===== config.mk =====
export PLATFORM = sky130hd
export DESIGN_NAME = tx_serializer_flat
export DESIGN_NICKNAME = d
export VERILOG_FILES = /design/src/rtl/tx_serializer_if.sv /design/src/rtl/tx_serializer.sv /design/src/flat_wrapper.sv
export SDC_FILE = /design/constraint.sdc
export NUM_CORES = 1
export LEC_CHECK = 0
export CORE_ASPECT_RATIO = 0.9
export CORE_MARGIN = 8
export CORE_UTILIZATION = 48
export DETAILED_ROUTE_END_ITERATION = 6
export MAX_ROUTING_LAYER = met4
export PLACE_DENSITY_LB_ADDON = 0.2
export SLEW_MARGIN = 40
export SYNTH_ARGS = -nofsm -noshare
export SYNTH_HDL_FRONTEND = slang
export SYNTH_SLANG_ARGS = --single-unit

===== constraint.sdc =====
create_clock -name clk_i -period 1.9 [get_ports clk_i]
set_clock_uncertainty 0.15 [all_clocks]
set_input_delay 0.285 -clock clk_i [delete_from_list [all_inputs] [get_ports clk_i]]
set_output_delay 0.285 -clock clk_i [all_outputs]
set_load 0.05 [all_outputs]

===== src/rtl/tx_serializer_if.sv =====
// Word-in / byte-out handshake bundle between the capture controller, the serializer and the UART.
// The serializer connects through the slave modport; the environment driving it uses master.
interface tx_serializer_if #(
  parameter int NBYTES = 4
) ();
  logic                  tx_stb_i;
  logic [8*NBYTES-1:0]   tx_i;
  logic                  tx_rdy_o;
  logic [7:0]            byte_o;
  logic                  byte_vld_o;
  logic                  byte_rdy_i;

  modport slave (
    input  tx_stb_i, tx_i, byte_rdy_i,
    output tx_rdy_o, byte_o, byte_vld_o
  );

  modport master (
    output tx_stb_i, tx_i, byte_rdy_i,
    input  tx_rdy_o, byte_o, byte_vld_o
  );
endinterface


===== src/rtl/tx_serializer.sv =====
// Splits controller readout words into bytes, LSB first, and emits only the bytes whose
// channel group is enabled, over a valid/ready byte interface to the UART transmitter.
module tx_serializer #(
  parameter int NBYTES = 4
) (
  input  logic              clk_i,
  input  logic              rst_in,
  input  logic [NBYTES-1:0] grp_en_i,
  tx_serializer_if.slave    bus,
  output logic              busy_o
);

  localparam int IW = (NBYTES > 1) ? $clog2(NBYTES) : 1;

  typedef enum logic {
    IDLE,
    SEND
  } state_t;

  state_t              state_q, state_d;
  logic [8*NBYTES-1:0] word_q;
  logic [NBYTES-1:0]   mask_q;
  logic [IW-1:0]       idx_q;

  logic                accept;
  logic                xfer;
  logic [NBYTES-1:0]   mask_clr;

  function automatic logic [IW-1:0] lowest_set(input logic [NBYTES-1:0] m);
    logic [IW-1:0] r;
    r = '0;
    for (int i = NBYTES - 1; i >= 0; i--) begin
      if (m[i]) r = IW'(i);
    end
    return r;
  endfunction

  assign accept   = (state_q == IDLE) && bus.tx_stb_i;
  assign xfer     = (state_q == SEND) && bus.byte_rdy_i;
  assign mask_clr = mask_q & ~(NBYTES'(1) << idx_q);

  // NOTE: sequential state uses non-blocking assignments so every register samples pre-edge values.
  always_ff @(posedge clk_i) begin
    if (!rst_in) state_q <= IDLE;
    else         state_q <= state_d;
  end

  // NOTE: every output of this block gets a default first, so no path can infer a latch.
  always_comb begin
    state_d        = state_q;
    bus.tx_rdy_o   = 1'b0;
    bus.byte_vld_o = 1'b0;
    busy_o         = 1'b0;
    unique case (state_q)
      IDLE: begin
        bus.tx_rdy_o = 1'b1;
        if (bus.tx_stb_i && (grp_en_i != '0)) state_d = SEND;
      end
      SEND: begin
        bus.byte_vld_o = 1'b1;
        busy_o         = 1'b1;
        if (bus.byte_rdy_i && (mask_clr == '0)) state_d = IDLE;
      end
      default: state_d = IDLE;
    endcase
  end

  // NOTE: the word and mask are plain registers, so clearing them in reset is cheap and keeps
  // byte_o at a defined zero out of reset.
  always_ff @(posedge clk_i) begin
    if (!rst_in) begin
      word_q <= '0;
      mask_q <= '0;
      idx_q  <= '0;
    end else if (accept) begin
      word_q <= bus.tx_i;
      mask_q <= grp_en_i;
      idx_q  <= lowest_set(grp_en_i);
    end else if (xfer) begin
      mask_q <= mask_clr;
      // Keep idx on the final byte so byte_o holds its last value while idle.
      if (mask_clr != '0) idx_q <= lowest_set(mask_clr);
    end
  end

  assign bus.byte_o = word_q[{idx_q, 3'b000} +: 8];

endmodule


===== src/flat_wrapper.sv =====
// flat-port wrapper written by rule: the top's interface ports become plain ports
module tx_serializer_flat 
#(
  parameter int NBYTES = 4
)
  (clk_i, rst_in, grp_en_i, busy_o, bus_tx_stb_i, bus_tx_i, bus_byte_rdy_i, bus_tx_rdy_o, bus_byte_o, bus_byte_vld_o);
  tx_serializer_if #(.NBYTES(NBYTES)) bus_i ();
  input  logic clk_i;
  input  logic rst_in;
  input  logic [NBYTES-1:0] grp_en_i;
  output logic busy_o;
  input wire logic [$bits(bus_i.tx_stb_i)-1:0] bus_tx_stb_i;
  input wire logic [$bits(bus_i.tx_i)-1:0] bus_tx_i;
  input wire logic [$bits(bus_i.byte_rdy_i)-1:0] bus_byte_rdy_i;
  output wire logic [$bits(bus_i.tx_rdy_o)-1:0] bus_tx_rdy_o;
  output wire logic [$bits(bus_i.byte_o)-1:0] bus_byte_o;
  output wire logic [$bits(bus_i.byte_vld_o)-1:0] bus_byte_vld_o;
  assign bus_i.tx_stb_i = bus_tx_stb_i;
  assign bus_i.tx_i = bus_tx_i;
  assign bus_i.byte_rdy_i = bus_byte_rdy_i;
  assign bus_tx_rdy_o = bus_i.tx_rdy_o;
  assign bus_byte_o = bus_i.byte_o;
  assign bus_byte_vld_o = bus_i.byte_vld_o;
  tx_serializer #(.NBYTES(NBYTES)) u_core (.clk_i(clk_i), .rst_in(rst_in), .grp_en_i(grp_en_i), .bus(bus_i), .busy_o(busy_o));
endmodule

# --- After elaboration in Yosys (flattened, before gate mapping) ---
# Cells that the tools add are included.
word_totals:
  reg_bits: 39
  in_bits: 40
  out_inout_bits: 11
  elab_cells: 37
classes:
  shifts: 2
  muxes: 18
  bitwise_logic: 3
  reduce_logical: 10
ops:
  columns: ["cell", "n"]
  rows:
  - ["32-bit by 6-bit variable part select with 8-bit output", 1]
  - ["2-bit 2-to-1 mux", 11]
  - ["4-bit 2-to-1 mux", 2]
  - ["4-bit nonzero test", 2]
  - ["4-bit bitwise AND", 1]
  - ["1-bit logical AND", 4]
  - ["4-bit logical NOT", 1]
  - ["1-bit 2-to-1 mux", 4]
  - ["4-bit NOT", 1]
  - ["2-bit nonzero test", 2]
  - ["1-bit by 2-bit left shift with 4-bit output (first input constant)", 1]
  - ["1-bit case mux with 2 select lines", 1]
  - ["2-bit AND reduction", 1]
  - ["1-bit NOT", 1]

# --- Longest topological paths before layout ---
logic_depth:
  depth_word: 10
  ltp_mapped: 6

# --- Worst setup path before layout ---
# OpenSTA, ideal clock, no wires.
synth_path:
  path_type: "register to register"
  from: "register u_core.state_q"
  to: "register u_core.word_q[18]"
  setup_time_ps: 70
  arrival_ps: 1963
  required_time_ps: 1680
  slack_ps: -283
  path_stages_with_launch: 7
  path_buffers: 2
  period_less_slack_ps: 2183
  path_cell_list: "dfxtp_1 inv_1 nand2_1 buf_2 buf_1 nand2_1 a21boi_1"
synth_between:
  elab_chain_cells: 2
synth_rtl:
  columns: ["item", "line_no", "rtl"]
  rows:
  - ["start: declaration", "tx_serializer.sv:20", "state_t state_q, state_d;"]
  - ["start signal: assignment", "tx_serializer.sv:45", "else state_q <= state_d;"]
  - ["1-bit NOT", "tx_serializer.sv:38", "assign accept = (state_q == IDLE) && bus.tx_stb_i;"]
  - ["1-bit logical AND", "tx_serializer.sv:38", null]
  - ["end signal: assignment", "tx_serializer.sv:76", "word_q <= bus.tx_i;"]
  - ["end: declaration", "tx_serializer.sv:21", "logic [8*NBYTES-1:0] word_q;"]
# No other way between the ends.
# A chain may end at the register's enable or synchronous reset.

# --- Worst setup path after layout ---
layout_path:
  from: "register u_core.idx_q[1]"
  to: "output bus_byte_o[0]"
layout_between:
  elab_chain_cells: 1
layout_rtl:
  columns: ["item", "line_no", "rtl"]
  rows:
  - ["start: declaration", "tx_serializer.sv:23", "logic [IW-1:0] idx_q;"]
  - ["start signal: assignment", "tx_serializer.sv:78", "idx_q <= lowest_set(grp_en_i);"]
  - ["start signal: assignment", "tx_serializer.sv:82", "if (mask_clr != '0) idx_q <= lowest_set(mask_clr);"]
  - ["32-bit by 6-bit variable part select with 8-bit output", "tx_serializer.sv:86", "assign bus.byte_o = word_q[{idx_q, 3'b000} +: 8];"]
  - ["end: declaration", "flat_wrapper.sv:16", "output wire logic [$bits(bus_i.byte_o)-1:0] bus_byte_o;"]
# No other way between the ends.

==> impl_metrics.csv <==
group,metric,value,unit
timing,layout_setup_ws,-0.03354,ns
setup_path,reg2reg_to,"u_core.idx_q[1]",
timing,slew_violations,0,
die,io_pins,51,
setup_path,worst_setup_path_end_kind,"output port",
setup_path,reg2reg_slack,0.11,ns
hold_path,min_path_cells,2,
timing,max_slew_margin,77.10,%
placement,place_congestion,0.9088,
global_route,grt_max_degree,40,
setup_path,crit_arrival,1.50,ns
logic_synthesis,async_flop_share,0,%
finish,diodes,0,
global_route,grt_pass1_vias,1646,
detailed_routing,dr.pass1.iters,4,
status,outcome,"finished with violations",
global_route,grt_first_pass_wirelength,7852,um
clocking,cts_hold_buf,0,
finish,fin_area,0.002585,sq mm
logic_synthesis,syn-instance-count,210,
detailed_routing,wirelength,4741,um
job,cap_violations,0,
logic_synthesis,ys_types,36,
detailed_routing,wl_per_cell,15.24,um
clocking,cts_htree_levels,2,
power_and_ir_drop,power_frac_seq,44.7,%
logic_synthesis,synth_edf_count,0,
power_and_ir_drop,pwr_density_cell,793.4,mW/mm^2
detailed_routing,drt-initial-drc-count,209,
logic_synthesis,ys_seq_area_share,41.80,%
timing,hold_viol_final,0,
clocking,cts_tree,"built",
detailed_routing,vias,1715,
timing,worst_pin_slew,0.3415,ns
clocking,clock-root-buffer,"clkbuf_8",
hold_path,worstHoldStart,"u_core.word_q[8]",
setup_path,r2r_cells,7,
power_and_ir_drop,leakage,0.9899,nW
die,die_height,75.18,um
logic_synthesis,ys_warn_count,0,
clocking,cts_buffer_depth,2,
die,start_util,50.07,%
finish,nets,305,
placement,place.port_buffers,50,
setup_path,r2r_start,"u_core.idx_q[1]",
die,die_x,81.76,um
detailed_routing,drc_errors,0,
global_route,grt_overflow,0,
logic_synthesis,synth_fp_nets,250,
clocking,cts_buffers,5,
detailed_routing,ant_nets,0,
finish,final_cell_count_no_fill,311,
logic_synthesis,syn_area,0.001868,sq mm
hold_path,hold_end,"u_core.word_q[8]",
setup_path,path_max_fanout,5,
power_and_ir_drop,switching_share,30.18,%
placement,post_dp_cell_area,0.002434,sq mm
placement,dp_slack,0.1456,ns
logic_synthesis,ys_seq_elements,39,
timing,finalCritPeriodShare,101.8,%
timing,min_period,1.934,ns
hold_path,hold_class,"reg -> reg",
timing,fmax,517.2,MHz
clocking,clk_pin_slew,0.07,ns
timing,setup_violations,6,
clocking,insertion_delay,0.30,ns
die,dieArea,0.006147,sq mm
die,num_rows,21,
placement,placed_cells,303,
finish,drive_above_1_share,18.87,%
setup_path,crit_type,"reg -> out",
clocking,clkSinkCount,39,
power_and_ir_drop,power.switching,0.0006189,W
power_and_ir_drop,vdd_drop_max,0.5188,mV
status,violations,"negative setup slack",
setup_path,startpoint_type,"register",
logic_synthesis,synth_flop_cell,"dfxtp_1",
setup_path,cp.required,1.46,ns
logic_synthesis,avgSynthCellArea,8.895,sq um
global_route,grt_usage,17.01,%
placement,dp_hpwl,3275,um
finish,syn_to_final_growth,38.38,%
timing,rsz0062_at_grt,"yes",
power_and_ir_drop,combPwrFrac,27.1,%
power_and_ir_drop,intPower,0.001432,W
global_route,antenna_found_initial,0,
power_and_ir_drop,clkPwrFrac,28.2,%
die,coreArea,0.003731,sq mm
detailed_routing,via_per_inst,5.514,
-- cells in the mapped netlist, types with 2 or more instances --
library cell | count | area share [%]
a21boi_1 | 35 | 14
a21oi_1 | 7 | 1.9
buf_2 | 3 | 0.80
buf_6 | 2 | 1.2
clkbuf_1 | 10 | 2.0
dfxtp_1 | 39 | 42
inv_1 | 3 | 0.60
mux4_1 | 2 | 2.8
mux4_2 | 6 | 7.2
nand2_1 | 71 | 14
nand3_1 | 2 | 0.54
nor3_1 | 2 | 0.54
o211ai_1 | 3 | 1.2
o21ai_1 | 2 | 0.54
o22ai_1 | 2 | 0.67
-- cell type report --
cell class	instances	area [sq um]
fill	301	1146
multi-input combinational	151	999.7
sequential	39	789.5
tap	46	57.56
inverter	3	11.26
clock inverter	1	5.005
timing repair buffer	65	639.4
clock buffer	6	82.58
-- metrics by stage --
stage	TNS, ns	hold slack (ns)	util, %	power, W
floorplan	0	0.2698	-	0.001252
finish	-0.1174	0.3035	69.28	0.002051
CTS	-0.1570	0.3059	69.08	0.002043
global placement	0	0.2882	65.22	0.001443
global route	-0.3909	0.3282	69.28	0.002142
detailed placement	0	0.2959	65.22	0.001450
-- timing repair --
action	in CTS	in global routing
pin swaps	0	0
buffers inserted	1	0
resized for setup	15	4
setup endpoints to repair	8	11
-- power by group through the flow --
stage | logic [W] | clock network [W] | registers [W]
after floorplan | 0.000328 | 0 | 0.000924
after global placement | 0.000514 | 0 | 0.000929
after detailed placement | 0.000518 | 0 | 0.000932
after CTS | 0.000546 | 0.000583 | 0.000914
after global routing | 0.000596 | 0.000621 | 0.000925
final | 0.000556 | 0.000577 | 0.000917
-- metal layers --
metal,track usage [%],vias up,part of all wire [%]
li1,-,830,-
met1,21.46,801,45
met2,24.34,76,44
met3,4.654,8,8.8
met4,8.560,0,2.0
met5,-,-,0
-- placed cells by master, fill, tap and decap left out, drive strengths merged, types with 6 or more instances in the layout --
master / Yosys / routed
clkbuf: 10 / 6
nand2: 71 / 71
mux4: 8 / 8
a21boi: 36 / 36
a21oi: 7 / 7
buf: 7 / 26
dfxtp: 39 / 39
clkdlybuf4s50: 0 / 39
-- worst max-delay path by stage --
stage / start / end / slack, ns / cells past startpoint
3_5_place_dp: u_core.idx_q[1] / u_core.idx_q[1] / 0.15 / 6
6_report: u_core.idx_q[1] / bus_byte_o[0] / -0.03 / 3
3_3_place_gp: u_core.idx_q[1] / bus_byte_o[0] / 0.19 / 3
4_1_cts: u_core.idx_q[1] / bus_byte_o[0] / -0.04 / 3
5_1_grt: u_core.idx_q[1] / bus_byte_o[0] / -0.09 / 3
2_1_floorplan: u_core.state_q / u_core.word_q[18] / 0.007 / 6
-- worst max-delay path, cell delays in order (launching register included) --
cell	delay [ns]
dfxtp_4	0.38
buf_6	0.13
mux4_2	0.52
buf_8	0.17
-- cell families after synthesis --
group / Yosys count / share of synthesized area, %
AOI/OAI and AO/OA: 57 / 22.71
DFF: 39 / 41.80
muxes: 10 / 11.19
buffers and inverters: 20 / 5.224
and+or+nand+nor: 84 / 19.09
-- state kept, by name (all words and copies together), names as in the netlist --
| signal | cells |
|---|---|
| u_core.idx_q | 2 |
| u_core.mask_q | 4 |
| u_core.word_q | 32 |
| u_core.state_q | 1 |
No activity file was read; power rests on OpenSTA's default activity.
